$ cat src/rtl/ask_fsk_demod_if.sv
// ask_fsk_demod_if: sample input and recovered timing/data outputs of the ASK/FSK demodulator.
// DEMOD_SYMCNT_EN adds the sym_cnt symbol counter.
interface ask_fsk_demod_if #(
  parameter int CNT_W  = 6,
  parameter int SAMP_W = 8
);
  logic                     en;
  logic                     mode;
  logic signed [SAMP_W-1:0] sample;
  logic [CNT_W-1:0]         cnt;
  logic                     p;
  logic                     s;
  logic                     sync;
  logic                     bit_out;
  logic                     bit_valid;
`ifdef DEMOD_SYMCNT_EN
  logic [7:0]               sym_cnt;
  modport master (output en, mode, sample, input cnt, p, s, sync, bit_out, bit_valid, sym_cnt);
  modport slave  (input en, mode, sample, output cnt, p, s, sync, bit_out, bit_valid, sym_cnt);
`else
  modport master (output en, mode, sample, input cnt, p, s, sync, bit_out, bit_valid);
  modport slave  (input en, mode, sample, output cnt, p, s, sync, bit_out, bit_valid);
`endif
endinterface

$ cat src/rtl/ask_fsk_demod.sv
// ask_fsk_demod: locks to the first rising zero crossing, rebuilds A/B/C/D symbol timing, decides one bit per symbol.
// Optional DEMOD_SYMCNT_EN adds a saturating count of decided symbols.
module ask_fsk_demod #(
  parameter int CNT_W           = 6,
  parameter int SAMP_W          = 8,
  parameter int ASK_THRESH      = 8192,
  parameter int FSK_EDGE_THRESH = 4
) (
  input logic             clk,
  input logic             rst,
  ask_fsk_demod_if.slave  bus
);
  localparam int ACC_W = SAMP_W + CNT_W + 2;
  localparam int EDG_W = CNT_W + 2;
  typedef enum logic {HUNT, ACC} state_t;
  state_t            r_state, w_state;
  logic [CNT_W-1:0]  r_cnt, w_cnt;
  logic [1:0]        r_phase, w_phase;
  logic [ACC_W-1:0]  r_acc, w_acc, w_acc_sum;
  logic [EDG_W-1:0]  r_edges, w_edges, w_edges_sum;
  logic              r_prev_neg, w_prev_neg, r_bit, w_bit, r_valid, w_valid;
  logic              w_neg, w_rise, w_end;
  logic [SAMP_W:0]   w_abs;
`ifdef DEMOD_SYMCNT_EN
  logic [7:0]        r_sym, w_sym;
`endif
  always_comb begin
    w_neg       = bus.sample[SAMP_W-1];
    w_rise      = r_prev_neg & ~w_neg;
    // one extra bit so |most negative| is representable
    w_abs       = w_neg ? ~{1'b1, bus.sample} + 1'b1 : {1'b0, bus.sample};
    w_acc_sum   = r_acc + ACC_W'(w_abs);
    w_edges_sum = r_edges + EDG_W'(w_rise);
    w_end       = (r_state == ACC) && (r_phase == 2'd3) && (&r_cnt);
    w_state     = r_state;
    w_cnt       = r_cnt;
    w_phase     = r_phase;
    w_acc       = r_acc;
    w_edges     = r_edges;
    w_prev_neg  = w_neg;
    w_bit       = r_bit;
    w_valid     = 1'b0;
    if (!bus.en) begin
      w_state    = HUNT;
      w_cnt      = '0;
      w_phase    = '0;
      w_acc      = '0;
      w_edges    = '0;
      w_prev_neg = 1'b0;
    end else if (r_state == HUNT) begin
      if (w_rise) begin
        w_state = ACC;
        w_cnt   = CNT_W'(1);
        w_phase = '0;
        w_acc   = ACC_W'(w_abs);
        w_edges = EDG_W'(1);
      end
    end else begin
      w_cnt   = r_cnt + 1'b1;
      w_phase = (&r_cnt) ? r_phase + 1'b1 : r_phase;
      w_acc   = w_end ? '0 : w_acc_sum;
      w_edges = w_end ? '0 : w_edges_sum;
      w_valid = w_end;
      w_bit   = !w_end ? r_bit :
                bus.mode ? (w_edges_sum >= EDG_W'(FSK_EDGE_THRESH)) : (w_acc_sum > ACC_W'(ASK_THRESH));
    end
`ifdef DEMOD_SYMCNT_EN
    w_sym = !bus.en ? 8'd0 : (w_valid && r_sym != 8'hFF) ? r_sym + 8'd1 : r_sym;
`endif
  end
  always_ff @(posedge clk) begin
    if (!rst) begin
      r_state    <= HUNT;
      r_cnt      <= '0;
      r_phase    <= '0;
      r_acc      <= '0;
      r_edges    <= '0;
      r_prev_neg <= 1'b0;
      r_bit      <= 1'b0;
      r_valid    <= 1'b0;
    end else begin
      r_state    <= w_state;
      r_cnt      <= w_cnt;
      r_phase    <= w_phase;
      r_acc      <= w_acc;
      r_edges    <= w_edges;
      r_prev_neg <= w_prev_neg;
      r_bit      <= w_bit;
      r_valid    <= w_valid;
    end
  end
`ifdef DEMOD_SYMCNT_EN
  always_ff @(posedge clk) r_sym <= !rst ? 8'd0 : w_sym;
  assign bus.sym_cnt = r_sym;
`endif
  assign bus.cnt       = r_cnt;
  assign bus.p         = r_phase[0];
  assign bus.s         = r_phase[1];
  assign bus.sync      = (r_state == ACC);
  assign bus.bit_out   = r_bit;
  assign bus.bit_valid = r_valid;
endmodule
$ cat src/flat_wrapper.sv
// flat-port wrapper written by rule: the top's interface ports become plain ports
module ask_fsk_demod_flat 
#(
  parameter int CNT_W           = 6,
  parameter int SAMP_W          = 8,
  parameter int ASK_THRESH      = 8192,
  parameter int FSK_EDGE_THRESH = 4
)
  (clk, rst, bus_en, bus_mode, bus_sample, bus_cnt, bus_p, bus_s, bus_sync, bus_bit_out, bus_bit_valid);
  ask_fsk_demod_if #(.CNT_W(CNT_W), .SAMP_W(SAMP_W)) bus_i ();
  input logic clk;
  input logic rst;
  input wire logic [$bits(bus_i.en)-1:0] bus_en;
  input wire logic [$bits(bus_i.mode)-1:0] bus_mode;
  input wire logic [$bits(bus_i.sample)-1:0] bus_sample;
  output wire logic [$bits(bus_i.cnt)-1:0] bus_cnt;
  output wire logic [$bits(bus_i.p)-1:0] bus_p;
  output wire logic [$bits(bus_i.s)-1:0] bus_s;
  output wire logic [$bits(bus_i.sync)-1:0] bus_sync;
  output wire logic [$bits(bus_i.bit_out)-1:0] bus_bit_out;
  output wire logic [$bits(bus_i.bit_valid)-1:0] bus_bit_valid;
  assign bus_i.en = bus_en;
  assign bus_i.mode = bus_mode;
  assign bus_i.sample = bus_sample;
  assign bus_cnt = bus_i.cnt;
  assign bus_p = bus_i.p;
  assign bus_s = bus_i.s;
  assign bus_sync = bus_i.sync;
  assign bus_bit_out = bus_i.bit_out;
  assign bus_bit_valid = bus_i.bit_valid;
  ask_fsk_demod #(.CNT_W(CNT_W), .SAMP_W(SAMP_W), .ASK_THRESH(ASK_THRESH), .FSK_EDGE_THRESH(FSK_EDGE_THRESH)) u_core (.clk(clk), .rst(rst), .bus(bus_i));
endmodule
$ cat config.mk
export PLATFORM = sky130hd
export DESIGN_NAME = ask_fsk_demod_flat
export DESIGN_NICKNAME = d
export VERILOG_FILES = /design/src/rtl/ask_fsk_demod_if.sv /design/src/rtl/ask_fsk_demod.sv /design/src/flat_wrapper.sv
export SDC_FILE = /design/constraint.sdc
export NUM_CORES = 1
export LEC_CHECK = 0
export ABC_AREA = 1
export CAP_MARGIN = 20
export CORE_AREA = 5 5 74 76
export DETAILED_ROUTE_END_ITERATION = 6
export DIE_AREA = 0 0 79 81
export GPL_ROUTABILITY_DRIVEN = 0
export GPL_TIMING_DRIVEN = 0
export PLACE_DENSITY_LB_ADDON = 0.12
export SLEW_MARGIN = 40
export SYNTH_ARGS = -nofsm -noshare
export SYNTH_HDL_FRONTEND = slang
export SYNTH_SLANG_ARGS = --single-unit
export TNS_END_PERCENT = 10
$ cat constraint.sdc
create_clock -name clk -period 3.8 [get_ports clk]
set_input_delay 0.95 -clock clk [delete_from_list [all_inputs] [get_ports clk]]
set_output_delay 0.95 -clock clk [all_outputs]
set_load 0.01 [all_outputs]
**Word level (Yosys, flattened, before mapping)**

Index checks and enable logic that the tools add are counted.

- Bits of input ports: 12
- Logic and storage cells: 43
- Register bits: 36

- Muxes and demuxes: 15
- Equal/unequal tests: 2
- Bitwise logic cells: 3
- Reduce and logical (&&, ||, !) cells: 8
- Magnitude comparators: 2
- Add/subtract/negate cells: 5

Operator list:

| cell | number |
|---|---|
| 16-bit two-way mux | 3 |
| 8-bit two-way mux | 3 |
| 16-bit by 9-bit adder with 16-bit output | 1 |
| 16-bit by 14-bit greater-than comparator with 1-bit output, second input constant | 1 |
| 6-bit two-way mux | 2 |
| 9-bit by 1-bit adder with 9-bit output, second input constant | 1 |
| 9-bit two-way mux | 1 |
| 9-bit inverter | 1 |
| 8-bit by 1-bit adder with 8-bit output | 1 |
| 8-bit by 3-bit greater-or-equal comparator with 1-bit output, second input constant | 1 |
| 6-bit by 1-bit adder with 6-bit output, second input constant | 1 |
| 2-bit two-way mux | 3 |
| 3-bit AND reduction | 2 |
| 6-bit AND reduction | 1 |
| 2-bit AND reduction | 2 |
| 1-bit two-way mux | 3 |
| 2-bit by 1-bit adder with 2-bit output, second input constant | 1 |
| 2-bit == test, second input constant | 1 |
| 1-bit logical AND | 2 |
| 2-bit != test, second input constant | 1 |
| 2-bit nonzero test | 1 |
| 1-bit bitwise AND | 1 |
| 1-bit inverter | 1 |

**Logic depth before layout (Yosys ltp)**

- Depth in word-level cells: 6
- Mapped depth: 23
- Depth with buffers taken out: 23

**Worst setup path before layout**

OpenSTA, ideal clock, no wires.

- Path kind: input to register
- Start: in bus_sample[1]
- End: reg u_core.r_bit, in the netlist u_core.bus.bit_out
- Buffers on the path: 0
- Stages: 18
- Arrival time: 2.898 ns
- Required time: 3.680 ns
- Setup slack: 0.782 ns
- Cells stage by stage: inv_1 -> ha_1 -> nand2_1 -> o21ai_0 -> inv_1 -> fa_1 -> inv_1 -> or2_2 -> nor2_1 -> nand3_1 -> nor2_1 -> nand2_1 -> nor2_1 -> nand3_1 -> nand2_1 -> nand2_1 -> nand2_1 -> a21oi_2

- Word-level cells in the longest chain between the ends: 6

Ends and longest elaborated chain:

| what | line | RTL |
|---|---|---|
| start, declared | flat_wrapper.sv:15 | `input wire logic [$bits(bus_i.sample)-1:0] bus_sample;` |
| 9-bit inverter | ask_fsk_demod.sv:31 | `w_abs = w_neg ? ~{1'b1, bus.sample} + 1'b1 : {1'b0, bus.sample};` |
| 9-bit by 1-bit adder with 9-bit output | ask_fsk_demod.sv:31 |  |
| 9-bit two-way mux (*) | ask_fsk_demod.sv:31 |  |
| 16-bit by 9-bit adder with 16-bit output (*) | ask_fsk_demod.sv:32 | `w_acc_sum = r_acc + ACC_W'(w_abs);` |
| 16-bit by 14-bit greater-than comparator with 1-bit output (*) | ask_fsk_demod.sv:65 | `bus.mode ? (w_edges_sum >= EDG_W'(FSK_EDGE_THRESH)) : (w_acc_sum > ACC_W'(ASK_THRESH));` |
| 1-bit two-way mux (*) | ask_fsk_demod.sv:65 |  |
| end signal, assigned | ask_fsk_demod.sv:88 | `r_bit <= w_bit;` |
| end, declared | ask_fsk_demod.sv:21 | `logic r_prev_neg, w_prev_neg, r_bit, w_bit, r_valid, w_valid;` |

Mark *: on every way between the ends. The rest lies on a longest branch, timed or not.
A chain may end at the register's enable or synchronous reset.

**Final worst setup path**

- Start: in bus_sample[0]
- End: reg u_core.r_bit, in the netlist u_core.bus.bit_out

Same word-level chain as after synthesis.

==> results.yml <==
global_route:
  grt_overflow: 0
  grt_max_degree: 12
  antenna_found_initial: 0
  grt_pass1_vias: 2477
  grt_use_total_pct: 21.2
  grt_pass1_wl_um: 10700
final_layout:
  drive_gt1_share_pct: 8.25
  design_area_um2: 2940
  area_growth_pct: 15.9
  final_common_cell: "nand2_1"
  nets: 451
  num_antenna_cells: 0
  finalNonFillerCells: 478
  most-common-layout-cells: "nand2_1 (131), inv_1 (48), dfxtp_1 (36)"
clock_tree:
  cts_buffers: 5
  clock_latency_ns: 0.29
  clockRootBuffer: "clkbuf_8"
  cts_hold_buffers: 0
  cts_tree: "built"
  clock_path_buffers: 2
  clock_sinks: 36
  post_cts_buffers: 0
  htreeDepth: 2
  post_cts_resize_count: 0
  path_clk_slew_ns: 0.08
timing:
  clock_skew_ns: 0.00629
  fin_crit_sh_pct: 94.1
  relSlewSlack_pct: 58.0
  tns_ns: 0
  fmax_ghz: 0.280
  slew_violations: 0
  worstMarginPinSlew_ns: 0.628
  period_needed_ns: 3.57
  setup_viol: 0
  finalWorstSetupSlack_ns: 0.226
  hold_viol: 0
critical_path:
  worstPathArrival_ns: 3.76
  crit_family: "simple AND/OR/NAND/NOR gates"
  cp_max_fo: 4
  cp_cell_sequence: "clkdlybuf4s50_1 > inv_1 > ha_1 > nand2_1 > o21ai_2 > inv_1 > fa_1 > inv_1 > or2_2 > nor2_1 > nand3_1 > nor2_1 > nand2_1 > nor2_1 > nand3_1 > nand2_1 > nand2_1 > nand2_1 > a21oi_2"
  rr_startpoint: "u_core.r_acc[0]$_SDFFE_PN0P_"
  cp_data_required_time_ns: 3.98
  crit_path_start: "bus_sample[0]"
  path_class: "input port to flop"
  critPathCaptureType: "flop"
  startpoint_type: "input port"
  max_stage_delay_ns: 0.55
  cp_slowest_cell: "clkdlybuf4s50_1"
  cp_num_buf_inv: 4
  cp_common_cell: "nand2_1"
yosys:
  synth_seq_area_share_pct: 28.4
  synth_nets: 422
  synth_cells: 394
  yosysTopAreaCell: "dfxtp_1"
  synth-edff-count: 0
  synth_top_cells_by_area: "dfxtp_1 (28%), nand2_1 (20%), ha_1 (7.4%), inv_1 (7.1%), nor2_1 (5.3%)"
  ys_warn_count: 0
  syn_area_per_cell_um2: 6.44
  synthArstFlopShare_pct: 0
  syn_area_um2: 2540
  synth-seq-cells: 36
  ys.flop_type: "dfxtp_1"
  netlist-cell-type-count: 35
  synth_top_area_share_pct: 28.4
die:
  num_rows: 25
  die-area_um2: 6400
  die_w_um: 79
  die_h_um: 81
  initial_core_util_pct: 54.4
  core_area_um2: 4660
  pin_count: 23
pwr:
  seq_power_share_pct: 50.0
  powerDensity_nw_per_um2: 259
  vdd_ir_drop_max_uv: 212
  switchingPower_mw: 0.210
  p_sw_share_pct: 27.6
  internal_power_mw: 0.550
  power_frac_comb_pct: 14.1
  leakage_nw: 1.32
  power_frac_clock_pct: 35.8
drt:
  via_count: 2485
  drc_errors: 0
  dr.pass1.iters: 4
  drt_wl_total_um: 6200
  drtAntennaViolNets: 0
  drt_iter0_markers: 133
  vias_per_cell: 5.20
  wl_per_cell_um: 13.0
run_status:
  status: "finished, final reports clean"
placed_design:
  place_area_um2: 2820
  place_ws_ns: -0.165
  dp_hpwl_um: 4740
  dp.cells: 470
  port-buffer-count: 22
hold_path:
  hp-class: "flop to flop"
  hold_start: "u_core.r_acc[8]$_SDFFE_PN0P_"
run:
  cap_viol_max_count: 0
==> through the flow <==
stage          total power [mW]  hold WS [ns]  utilization, %
6_report                  0.760         0.492            63.1
3_3_place_gp              0.490         0.470            60.6
4_1_cts                   0.764         0.494            62.4
3_5_place_dp              0.492         0.480            60.6
5_1_grt                   0.802         0.512            63.1
2_1_floorplan             0.457         0.450               -
==> metal layers <==
metal	up-vias	share of wire (%)	track usage, %
met5	-	0	0
met4	0	2.0	8.59
met3	13	3.8	4.43
met2	48	47	36.4
met1	1113	47	26.0
li1	1311	-	-
==> registers in the layout (all words and copies together) (netlist names) <==
register and cells:
u_core.r_acc 16, u_core.r_edges 8, u_core.bus.bit_out 1, u_core.r_prev_neg 1, u_core.r_phase 2, u_core.bus.bit_valid 1
u_core.bus.sync 1, u_core.bus.cnt 6
==> synthesized netlist by cell type, types with 4 or more instances <==
cell type / count
a21oi_1: 22
a31oi_1: 6
buf_2: 4
clkbuf_1: 4
dfxtp_1: 36
ha_1: 15
inv_1: 48
inv_2: 5
nand2_1: 132
nand3_1: 18
nand3_2: 4
nand3b_1: 6
nand4_1: 9
nor2_1: 36
o21ai_0: 10
xnor2_1: 4
xor2_1: 9
==> cell families after synthesis <==
| group | share of synthesized area, % |
|---|---|
| other cells | 0.148 |
| compound gates | 11.0 |
| simple gates | 37.4 |
| fa+ha+maj | 8.19 |
| buf+inv | 9.23 |
| xor+xnor | 5.57 |
| flops | 28.4 |
==> cell type report <==
class,count,area (um2)
buffer,8,35.0
clock buffer,7,76.3
fill,467,1720
timing repair buffer,22,220
multi-input combinational,297,1610
tap,54,67.6
sequential,36,721
clock inverter,1,8.76
inverter,53,199
==> final timing paths <==
kind         slack, ns                               to  cells after the start
max               0.23  u_core.bus.bit_out$_SDFFE_PN0P_                     19
min               0.49     u_core.r_acc[8]$_SDFFE_PN0P_                      2
max reg2reg       1.45  u_core.bus.bit_out$_SDFFE_PN0P_                     15
min reg2reg       0.49     u_core.r_acc[8]$_SDFFE_PN0P_                      2
==> worst min-delay path: cells and delay by family (launching register included) <==
| family | cells | cell delay, ns |
|---|---|---|
| DFF | 1 | 0.33 |
| and+or+nand+nor | 1 | 0.07 |
| AOI/OAI and AO/OA | 1 | 0.05 |
==> power by group through the flow <==
stage	logic [mW]	registers, mW	clock network (mW)
floorplan	0.0678	0.389	0
global placement	0.101	0.389	0
detailed placement	0.103	0.389	0
CTS	0.104	0.380	0.280
global route	0.120	0.380	0.302
finish	0.107	0.380	0.273
No activity file was read; power rests on OpenSTA's default activity.
